[src/rtl/password_lock_ctrl.sv]
// Password lock controller: stores a password, handles unlock/set commands over a
// valid/ready port, counts consecutive failures and holds a timed lockout.
module password_lock_ctrl #(
  parameter int                    PASS_WIDTH     = 32,
  parameter int                    MAX_TRIES      = 3,
  parameter int                    LOCKOUT_CYCLES = 16,
  parameter logic [PASS_WIDTH-1:0] RESET_PASS     = '0
) (
  input  logic                             clk,
  input  logic                             rst,
  input  logic                             cmd_valid,
  output logic                             cmd_ready,
  input  logic                             cmd_op,
  input  logic [PASS_WIDTH-1:0]            cmd_data,
  input  logic                             relock,
  output logic                             unlocked,
  output logic                             locked_out,
  output logic                             resp_valid,
  output logic                             resp_ok,
  output logic [$clog2(MAX_TRIES+1)-1:0]   fail_count
);

  localparam int              FW         = $clog2(MAX_TRIES + 1);
  localparam int              TW         = $clog2(LOCKOUT_CYCLES + 1);
  localparam logic [FW-1:0]   FAIL_MAX   = FW'(MAX_TRIES);
  localparam logic [TW-1:0]   TIMER_LOAD = TW'(LOCKOUT_CYCLES);
  localparam logic [TW-1:0]   TIMER_LAST = TW'(1);

  typedef enum logic [1:0] {
    S_LOCKED,
    S_UNLOCKED,
    S_LOCKOUT
  } state_t;

  state_t                  state_q;
  logic [PASS_WIDTH-1:0]   pass_q;
  logic [TW-1:0]           timer_q;
  logic [FW-1:0]           fail_q;
  logic                    unlocked_q;
  logic                    locked_out_q;
  logic                    resp_valid_q;
  logic                    resp_ok_q;

  logic                    accept;
  logic                    match;
  logic [FW-1:0]           fail_d;

  assign cmd_ready = (state_q != S_LOCKOUT);
  assign accept    = cmd_valid && cmd_ready;
  assign match     = (cmd_data == pass_q);
  // Saturating increment so the counter can never wrap.
  assign fail_d    = (fail_q == FAIL_MAX) ? fail_q : fail_q + 1'b1;

  always_ff @(posedge clk or posedge rst) begin
    if (rst) begin
      state_q      <= S_LOCKED;
      pass_q       <= RESET_PASS;
      timer_q      <= '0;
      fail_q       <= '0;
      unlocked_q   <= 1'b0;
      locked_out_q <= 1'b0;
      resp_valid_q <= 1'b0;
      resp_ok_q    <= 1'b0;
    end else begin
      resp_valid_q <= 1'b0;
      resp_ok_q    <= 1'b0;
      case (state_q)
        S_LOCKED: begin
          if (accept) begin
            resp_valid_q <= 1'b1;
            // A set while locked is rejected and leaves everything untouched.
            if (!cmd_op) begin
              if (match) begin
                state_q    <= S_UNLOCKED;
                unlocked_q <= 1'b1;
                fail_q     <= '0;
                resp_ok_q  <= 1'b1;
              end else begin
                fail_q <= fail_d;
                if (fail_d == FAIL_MAX) begin
                  state_q      <= S_LOCKOUT;
                  locked_out_q <= 1'b1;
                  timer_q      <= TIMER_LOAD;
                end
              end
            end
          end
        end
        S_UNLOCKED: begin
          if (accept) begin
            resp_valid_q <= 1'b1;
            if (cmd_op) begin
              pass_q    <= cmd_data;
              resp_ok_q <= 1'b1;
            end else begin
              resp_ok_q <= match;
            end
          end
          if (relock) begin
            state_q    <= S_LOCKED;
            unlocked_q <= 1'b0;
          end
        end
        S_LOCKOUT: begin
          if (timer_q == TIMER_LAST) begin
            state_q      <= S_LOCKED;
            locked_out_q <= 1'b0;
            fail_q       <= '0;
            timer_q      <= '0;
          end else begin
            timer_q <= timer_q - 1'b1;
          end
        end
        default: begin
          state_q      <= S_LOCKED;
          unlocked_q   <= 1'b0;
          locked_out_q <= 1'b0;
        end
      endcase
    end
  end

  assign unlocked   = unlocked_q;
  assign locked_out = locked_out_q;
  assign resp_valid = resp_valid_q;
  assign resp_ok    = resp_ok_q;
  assign fail_count = fail_q;

endmodule

[config.mk]
export PLATFORM = sky130hd
export DESIGN_NAME = password_lock_ctrl
export DESIGN_NICKNAME = d
export VERILOG_FILES = /design/src/rtl/password_lock_ctrl.sv
export SDC_FILE = /design/constraint.sdc
export NUM_CORES = 1
export LEC_CHECK = 0
export BUFFER_PORTS_ARGS = -buffer_cell sky130_fd_sc_hd__buf_2
export CORE_MARGIN = 2
export CORE_UTILIZATION = 55
export CTS_BUF_LIST = sky130_fd_sc_hd__clkbuf_2
export CTS_CLUSTER_SIZE = 16
export DETAILED_ROUTE_END_ITERATION = 16
export GPL_ROUTABILITY_DRIVEN = 0
export PLACE_DENSITY_LB_ADDON = 0.08
export REMOVE_ABC_BUFFERS = 1
export SETUP_SLACK_MARGIN = 0.1
export SLEW_MARGIN = 20
export SYNTH_ARGS = -nofsm -noshare
export SYNTH_HDL_FRONTEND = slang
export SYNTH_SLANG_ARGS = --single-unit
[constraint.sdc]
create_clock -name clk -period 5.1 [get_ports clk]
set_input_delay 0.255 -clock clk [delete_from_list [all_inputs] [get_ports clk]]
set_output_delay 0.255 -clock clk [all_outputs]
set_load 0.05 [all_outputs]
==> impl_metrics.yaml, run 1 <==
timing:
  finalSetupViolations: 0
  max-slew-margin-rel_pct: 33.0
  finalCritPeriodShare_pct: 48.0
  fin_skew_ps: 6.42
  layout_min_cycle_time_ps: 2450
  fmax_ghz: 0.408
  rsz0062_at_grt: "false"
  tightest_slew_ps: 1000
  timing_hold_violations_final: 0
  slew_viol_final: 0
  setup_slack_ps: 2650
  tns_ps: 0
clocking:
  cts_max_level: 2
  cts-root-buf: "clkbuf_2"
  cts.sinks: 45
  cts.reportedPaths.clkPinSlew_ps: 190
  insertion_delay_ps: 400
  cts_tree: "yes"
  post_cts_resized: 0
  cts_made_buffers: 5
  clk_path_buf_depth: 2
  postCtsSetupRepairBufs: 0
  hold_buffers: 1
power:
  leakagePower_nw: 1.39
  max-vdd-ir-drop_v: 0.000198
  p_per_area_mw_per_mm2: 331
finish:
  multi_input_area_mm2: 0.00112
  layout.cells.non_filler: 285
  drive_gt1_share_pct: 39.6
  post-route-util_pct: 65.2
  layout_common_cells: "dfrtp_1, buf_2, xor2_1"
  fill_cells: 312
  seq_area_mm2: 0.00113
  diodes: 0
  final_common_cell: "dfrtp_1"
  nets: 273
  area_delta_synth_final_pct: 13.7
critical_path:
  r2r_start: "state_q[1]"
  end_kind: "register"
  r2r_cells: 4
  reg2reg_slack_ps: 2650
  required_ps: 5410
  cp_num_buf_inv: 1
  cp_slowest_stage_delay_ps: 720
  cp_slowest_cell: "nand3_1"
  cpLargestDelayFamily: "simple AND/OR/NAND/NOR gates"
  crit_chain: "nor2b_1 -> nand3_1 -> buf_4 -> mux2_1"
  crit_start: "state_q[1]"
  crit_fanout: 21
  cp.depth: 4
  start_kind: "register"
  critPathKind: "register to register"
  crit_arrival_ps: 2760
grt:
  antenna_found_initial: 0
  met3_usage_pct: 6.01
  use_met2_pct: 33.9
  overflow: 0
  grt-busiest-layer: "met2"
  grt_max_degree: 46
  gr-usage-all-layers_pct: 20.0
  grt_pass1_wl_um: 6850
  grt_pass1_vias: 1566
  grt_util_met1_pct: 24.4
die:
  rows: 23
  coreArea_mm2: 0.00400
  die_h_um: 68.6
  die_area_mm2: 0.00470
  dieWidth_um: 68.6
  ios: 44
  start_util_pct: 57.3
detailed_routing:
  viasPerCell: 5.46
  drc: 0
  ant_nets: 0
  firstDrtPassIters: 4
  vias: 1555
  drtIter0Drc: 68
  routed_wl_um: 4140
  routedWlPerCell_um: 14.5
logic_synthesis:
  ys_types: 34
  synthesis.area_mm2: 0.00229
  ys_warn_count: 0
  synthCells: 187
  ys_seq_area_share_pct: 49.1
  synth_seq_cells: 45
  syn_avg_cell_area_um2: 12.3
min_path:
  hold_path_class: "input pin to register"
  hp-start: "cmd_data[26]"
  whs_path_depth: 2
status:
  status: "completed"
run:
  maxCapViolCount: 0
place:
  post-place-ws_ps: 2670
  hpwl_um: 3190
  post-place-cells: 276
  io_buffers: 43
## where the power goes
group | internal (mW) | total [mW] | switching (mW) | leakage (nW)
combinational | 0.104 | 0.274 | 0.170 | 0.743
sequential | 0.395 | 0.447 | 0.0519 | 0.612
clock | 0.0404 | 0.144 | 0.103 | 0.0332
## layer usage
metal	routed length, µm	vias to the layer above	part of all wire (%)
li1	-	751	-
met3	205	6	4.9
met1	1720	760	41
met5	0	-	0
met4	53	0	1.3
met2	2170	38	52
## cell families (layout without fill, tap and decap cells)
family	Yosys count	count (layout)	synth area share [%]
flip-flops	45	45	49.1
AND/OR/NAND/NOR	41	41	11.9
multiplexers	35	35	17.1
XOR/XNOR	33	33	12.6
AO/OA/AOI/OAI	19	19	5.89
buffers and inverters	12	60	2.24
adder cells (fa/ha/maj)	2	2	1.09
## Yosys cell counts
| library cell | number | area [µm²] |
|---|---|---|
| a32o_1 | 1 | 10.0 |
| nand2b_1 | 3 | 18.8 |
| o22ai_1 | 1 | 6.26 |
| nor3_1 | 2 | 10.0 |
| o311ai_1 | 1 | 8.76 |
| o21ai_0 | 2 | 10.0 |
| o32ai_1 | 1 | 8.76 |
| and4_1 | 2 | 17.5 |
| buf_2 | 5 | 25.0 |
| nor4b_2 | 1 | 15.0 |
| and2_1 | 2 | 12.5 |
| nand4_1 | 2 | 12.5 |
| a21oi_2 | 1 | 8.76 |
| xor2_1 | 32 | 280 |
| a21oi_1 | 5 | 25.0 |
| a2bb2oi_1 | 1 | 8.76 |
| mux2_1 | 4 | 45.0 |
| mux2i_1 | 1 | 10.0 |
| inv_1 | 6 | 22.5 |
| mux2_2 | 30 | 338 |
| dfrtp_1 | 45 | 1130 |
| nor2b_1 | 2 | 12.5 |
| o21ai_1 | 1 | 5.00 |
| a21o_1 | 1 | 7.51 |
| a221o_1 | 1 | 10.0 |
| ha_1 | 2 | 25.0 |
| clkbuf_1 | 1 | 3.75 |
| nand3_1 | 3 | 15.0 |
| xnor2_1 | 1 | 8.76 |
| nor4_2 | 8 | 100 |
| o2111a_1 | 1 | 11.3 |
| nand2_1 | 10 | 37.5 |
| o31ai_1 | 2 | 15.0 |
| nor2_1 | 6 | 22.5 |
## flip-flops by register name, summed over array words and instances (netlist names)
signal / cells
fail_count: 2
locked_out: 1
pass_q: 32
resp_ok: 1
resp_valid: 1
state_q: 2
timer_q: 5
unlocked: 1
## final timing paths
path                                   end
worst max-delay path             pass_q[1]
worst min-delay path            pass_q[26]
worst max register to register   pass_q[1]
worst min register to register  pass_q[25]
max in group asynchronous       pass_q[11]
min in group asynchronous       pass_q[30]
## final cells by class
cell class | count | share of cell area, %
timing repair buffer | 46 | 9.21
tap | 50 | 2.40
clock buffer | 8 | 1.54
inverter | 6 | 0.864
sequential | 45 | 43.2
multi-input combinational | 130 | 42.8
## per-stage QoR
step	cell area, µm²	total power, mW	hold WS [ps]
detailed placement	2560	0.727	422
global placement	2560	0.709	406
floorplan	2260	0.645	387
CTS	2610	0.872	46.8
global route	2610	0.915	41.7
finish	2610	0.864	70.9
No activity file was read; power rests on OpenSTA's default activity.
==> run 2, diff against run 1 <==
Clock period 5.1 ns to 2.4 ns, I/O delays scaled along.
==> run 2 against run 1 <==
Net effect:
- combinational power rose by 130%
- register-to-register slack got worse by 2100 ps
- utilization increased by 8.4 points
- critical path depth increased by 2
- worst hold slack improved by 3.7 ps
- sequential share of layout area down 5.0 points
- via count is 11% higher
- sequential power rose by 110%
- routed wire length up 9.4%
==> impl_metrics.yaml, run 2 (synthesis results as in run 1) <==
timing:
  slew_viol_final: 0
  fin_skew_ps: 22.2
  timing_hold_violations_final: 0
  fmax_ghz: 0.543
  finalCritPeriodShare_pct: 76.7
  finalSetupViolations: 0
  layout_min_cycle_time_ps: 1840
  tightest_slew_ps: 591
  tns_ps: 0
  max-slew-margin-rel_pct: 60.4
  rsz0062_at_grt: "false"
  setup_slack_ps: 559
clocking:
  post_cts_resized: 0
  cts_made_buffers: 5
  cts-root-buf: "clkbuf_2"
  insertion_delay_ps: 400
  cts_tree: "yes"
  cts_max_level: 2
  cts.sinks: 45
  hold_buffers: 35
  cts.reportedPaths.clkPinSlew_ps: 220
  postCtsSetupRepairBufs: 0
  clk_path_buf_depth: 2
die:
  die_area_mm2: 0.00470
  coreArea_mm2: 0.00400
  die_h_um: 68.6
  ios: 44
  rows: 23
  start_util_pct: 57.3
  dieWidth_um: 68.6
finish:
  post-route-util_pct: 73.6
  layout_common_cells: "dfrtp_1, buf_2, dlygate4sd3_1"
  diodes: 0
  largest_reg_flops: 32
  area_delta_synth_final_pct: 28.4
  final_common_cell: "dfrtp_1"
  nets: 308
  reg.largest.list: "pass_q: 32 flops, timer_q: 5 flops"
  drive_gt1_share_pct: 34.3
  largest-register: "pass_q"
status:
  status: "completed"
power:
  p_per_area_mw_per_mm2: 631
  p_int_mw: 1.16
  max-vdd-ir-drop_v: 0.000298
  switching_share_pct: 37.8
  clkPwrFrac_pct: 15.2
  comb_power_share_pct: 33.6
  seqPwrFrac_pct: 51.2
  leakagePower_nw: 1.53
  p_switching_mw: 0.704
detailed_routing:
  ant_nets: 0
  drtIter0Drc: 38
  firstDrtPassIters: 4
  viasPerCell: 5.41
  routed_wl_um: 4530
  drc: 0
  routedWlPerCell_um: 14.3
  vias: 1720
grt:
  antenna_found_initial: 0
  met3_usage_pct: 5.52
  grt-busiest-layer: "met2"
  grt_pass1_vias: 1753
  use_met2_pct: 39.3
  grt_pass1_wl_um: 7680
  gr-usage-all-layers_pct: 22.5
  overflow: 0
  grt_util_met1_pct: 27.5
  grt_max_degree: 30
place:
  io_buffers: 43
  hpwl_um: 3280
  post-place-ws_ps: 589
critical_path:
  end_kind: "register"
  crit_arrival_ps: 2170
  critPathKind: "register to register"
  crit_fanout: 5
  required_ps: 2720
  start_kind: "register"
run:
  maxCapViolCount: 0
min_path:
  hold_path_class: "input pin to register"
[run 2: cell count changes in the layout (fill, tap and decap cells not counted)]
cell           change
buf_4              +1
clkbuf_2           -3
clkinv_2           +1
dlygate4sd3_1     +34
[run 2: path summary, 6_finish.rpt]
path                             from             to  slack (ps)  cells after the start
min reg2reg                pass_q[28]     pass_q[28]         540                      1
max in group asynchronous         rst       unlocked        1450                      4
max                        timer_q[1]  fail_count[1]         560                      6
min in group asynchronous         rst      pass_q[8]         220                      3
max reg2reg                timer_q[1]  fail_count[1]         560                      6
min                            cmd_op        resp_ok          70                      3
[run 2: power by group through the flow]
stage	Combinational (mW)	Sequential, mW	Clock, mW
after floorplan	0.332	1.04	0
after global placement	0.560	0.956	0
after detailed placement	0.580	0.965	0
after CTS	0.627	0.948	0.293
after global routing	0.696	0.966	0.320
final	0.625	0.951	0.282
[run 2: layout make-up]
cell class	count	area (µm²)
clock buffers	5	25.0
clock inverters	1	5.00
fillers	309	1050
inverters	6	22.5
multi-input cells	130	1120
flip-flops and latches	45	1130
well taps	50	62.6
repair buffers	81	588
[run 2: critical path, cell delays in order (launching register included)]
cell,delay (ps)
dfrtp_1,440
inv_1,110
ha_1,180
nor4b_2,400
mux2_2,240
nand2_1,60
a221o_1,340
[run 2: metal layers]
layer  part of all wire [%]  vias to the layer above  wire, µm
met5                      0                        -         0
met2                     53                       51      2390
met1                     41                      836      1850
li1                       -                      825         -
met3                    5.1                        8       233
met4                    1.4                        0        65
[run 2: metrics by stage]
step                      total power, mW  std cells  area, µm²  hold slack [ps]
final                                1.86        318       2950             74.6
after global routing                 1.98        318       2950             69.9
after detailed placement             1.54        277       2560              137
after CTS                            1.87        318       2950             63.0
after global placement               1.52        277       2560              115
after floorplan                      1.37        181       2260              252
==> run 3, diff against run 2 <==
Settings changed: ABC_AREA set to 1.
Clock period 2.4 ns to 1.8 ns, I/O delays scaled along.
==> run 3 against run 2 <==
Net effect:
- register-to-register slack worse by 330 ps
- largest power group unchanged
- non-clock buffer count up 1
- design area up 8.0%
- critical path type unchanged
==> impl_metrics.yaml, run 3 <==
clocking:
  cts-root-buf: "clkbuf_2"
  cts.sinks: 45
  clk_path_buf_depth: 2
  cts_max_level: 2
  insertion_delay_ps: 400
  cts_tree: "yes"
  cts_made_buffers: 5
  cts.reportedPaths.clkPinSlew_ps: 210
  postCtsSetupRepairBufs: 0
timing:
  tns_ps: 0
  setup_slack_ps: 234
  timing_hold_violations_final: 0
  hold_ws_ps: 220
  max-slew-margin-rel_pct: 67.5
  layout_min_cycle_time_ps: 1570
  rsz0062_at_grt: "false"
  fin_skew_ps: 22.3
  finalCritPeriodShare_pct: 87.0
  finalSetupViolations: 0
  slew_viol_final: 0
  fmax_ghz: 0.639
  tightest_slew_ps: 487
grt:
  gr-usage-all-layers_pct: 20.4
  grt_pass1_wl_um: 8100
  overflow: 0
  grt_pass1_vias: 1841
  antenna_found_initial: 0
  grt_max_degree: 26
logic_synthesis:
  ys_seq_area_share_pct: 45.5
  synth_edf_count: 0
  synth.top_cells.by_count: "nand2_1, dfrtp_1, inv_1, xnor2_1, mux2_4"
  synth_ff_type: "dfrtp_1"
  synthesis.area_mm2: 0.00247
  ys_types: 30
  synthTopCellsByArea: "dfrtp_1, nand2_1, mux2_4"
  synth_top_cell_area_share_pct: 45.5
  ys_async_sr_fraction_pct: 100
  synth_seq_cells: 45
  yosysTopAreaCell: "dfrtp_1"
  ys_warn_count: 0
  synthCells: 271
  syn_avg_cell_area_um2: 9.12
  synth_most_common_cell: "nand2_1"
critical_path:
  critPathKind: "register to register"
  crit_fanout: 23
  start_kind: "register"
  end_kind: "register"
  required_ps: 2090
  crit_arrival_ps: 1860
detailed_routing:
  vias: 1946
  ant_nets: 0
  drtIter0Drc: 39
  routed_wl_um: 4740
  drc: 0
  routedWlPerCell_um: 11.6
  viasPerCell: 4.77
  firstDrtPassIters: 4
finish:
  post-route-util_pct: 73.0
  final_common_cell: "nand2_1"
  reg.largest.list: "pass_q: 32 flops, timer_q: 5 flops"
  layout_common_cells: "nand2_1, dfrtp_1, buf_2"
  drive_gt1_share_pct: 26.1
  diodes: 0
  fill_cells: 321
  nets: 395
  largest-register: "pass_q"
  area_delta_synth_final_pct: 28.6
  largest_reg_flops: 32
power:
  p_int_mw: 1.61
  comb_power_share_pct: 39.6
  switching_share_pct: 40.3
  max-vdd-ir-drop_v: 0.000455
  clkPwrFrac_pct: 14.4
  leakagePower_nw: 1.63
  p_per_area_mw_per_mm2: 850
  p_switching_mw: 1.09
  seqPwrFrac_pct: 46.0
die:
  die_area_mm2: 0.00505
  dieWidth_um: 71.0
  start_util_pct: 56.8
  ios: 44
  coreArea_mm2: 0.00435
  rows: 24
  die_h_um: 71.0
place:
  io_buffers: 43
  hpwl_um: 3180
  post-place-ws_ps: 262
status:
  status: "completed"
run:
  maxCapViolCount: 0
min_path:
  hold_path_class: "input pin to async pin"
## run 3: area by class of cell
type	count	area, µm²	share of cell area (%)
multi-input cells	191	1210	38.2
repair buffers	82	623	19.6
well taps	52	65.1	2.05
inverters	31	116	3.66
clock buffers	6	30.0	0.944
clock inverters	1	3.75	0.118
flip-flops and latches	45	1130	35.4
## run 3: repair_timing
action                                  CTS  global route
hold endpoints to repair                 55             0
endpoints found under the setup margin    1             7
hold buffers                             36             0
resized for setup                         1             4
pin swaps                                 0             0
## run 3: per-stage QoR
| step | cells | power (mW) | cell area, µm² |
|---|---|---|---|
| floorplan | 267 | 2.02 | 2440 |
| global route | 408 | 2.91 | 3180 |
| global placement | 365 | 2.25 | 2770 |
| CTS | 408 | 2.73 | 3170 |
| detailed placement | 365 | 2.26 | 2770 |
| finish | 408 | 2.70 | 3180 |
## run 3: power by group through the flow
| stage | clock network, mW | logic [mW] | registers, mW |
|---|---|---|---|
| 6_report | 0.390 | 1.07 | 1.24 |
| 4_1_cts | 0.417 | 1.07 | 1.24 |
| 5_1_grt | 0.446 | 1.21 | 1.26 |
| 3_3_place_gp | 0 | 0.990 | 1.26 |
| 3_5_place_dp | 0 | 1.00 | 1.26 |
| 2_1_floorplan | 0 | 0.617 | 1.40 |
## run 3: logic make-up after synthesis
family / count (synthesis) / share of synthesized area (%)
AND/OR/NAND/NOR: 123 / 21.5
buffers and inverters: 35 / 5.92
flip-flops: 45 / 45.5
XOR/XNOR: 23 / 8.15
multiplexers: 22 / 13.1
AO/OA/AOI/OAI: 21 / 4.81
adder cells (fa/ha/maj): 2 / 1.01
## run 3: per-layer routing
layer  share of wire (%)  vias up  track usage (%)
met5                   0        -                0
met2                  48       36             34.3
li1                    -     1014                -
met3                 3.3        9             4.42
met1                  48      887             26.5
met4                 1.5        0             6.29
## run 3: worst max-delay path, stage by stage, from the launching register on
cell and delay [ps]:
dfrtp_1 480, inv_2 90, nor2_4 130, nand3_4 220, buf_12 250, mux2_4 300
## run 3: final timing paths
path                            depth (start not counted)            end          from  slack, ps
worst max-delay path                                    5     pass_q[16]    state_q[0]        230
worst min-delay path                                    3  fail_count[0]           rst        220
worst max register to register                          5     pass_q[16]    state_q[0]        230
worst min register to register                          2     locked_out    locked_out        530
max in group asynchronous                               4     pass_q[19]           rst       1050
min in group clk                                        3     pass_q[25]  cmd_data[25]        460
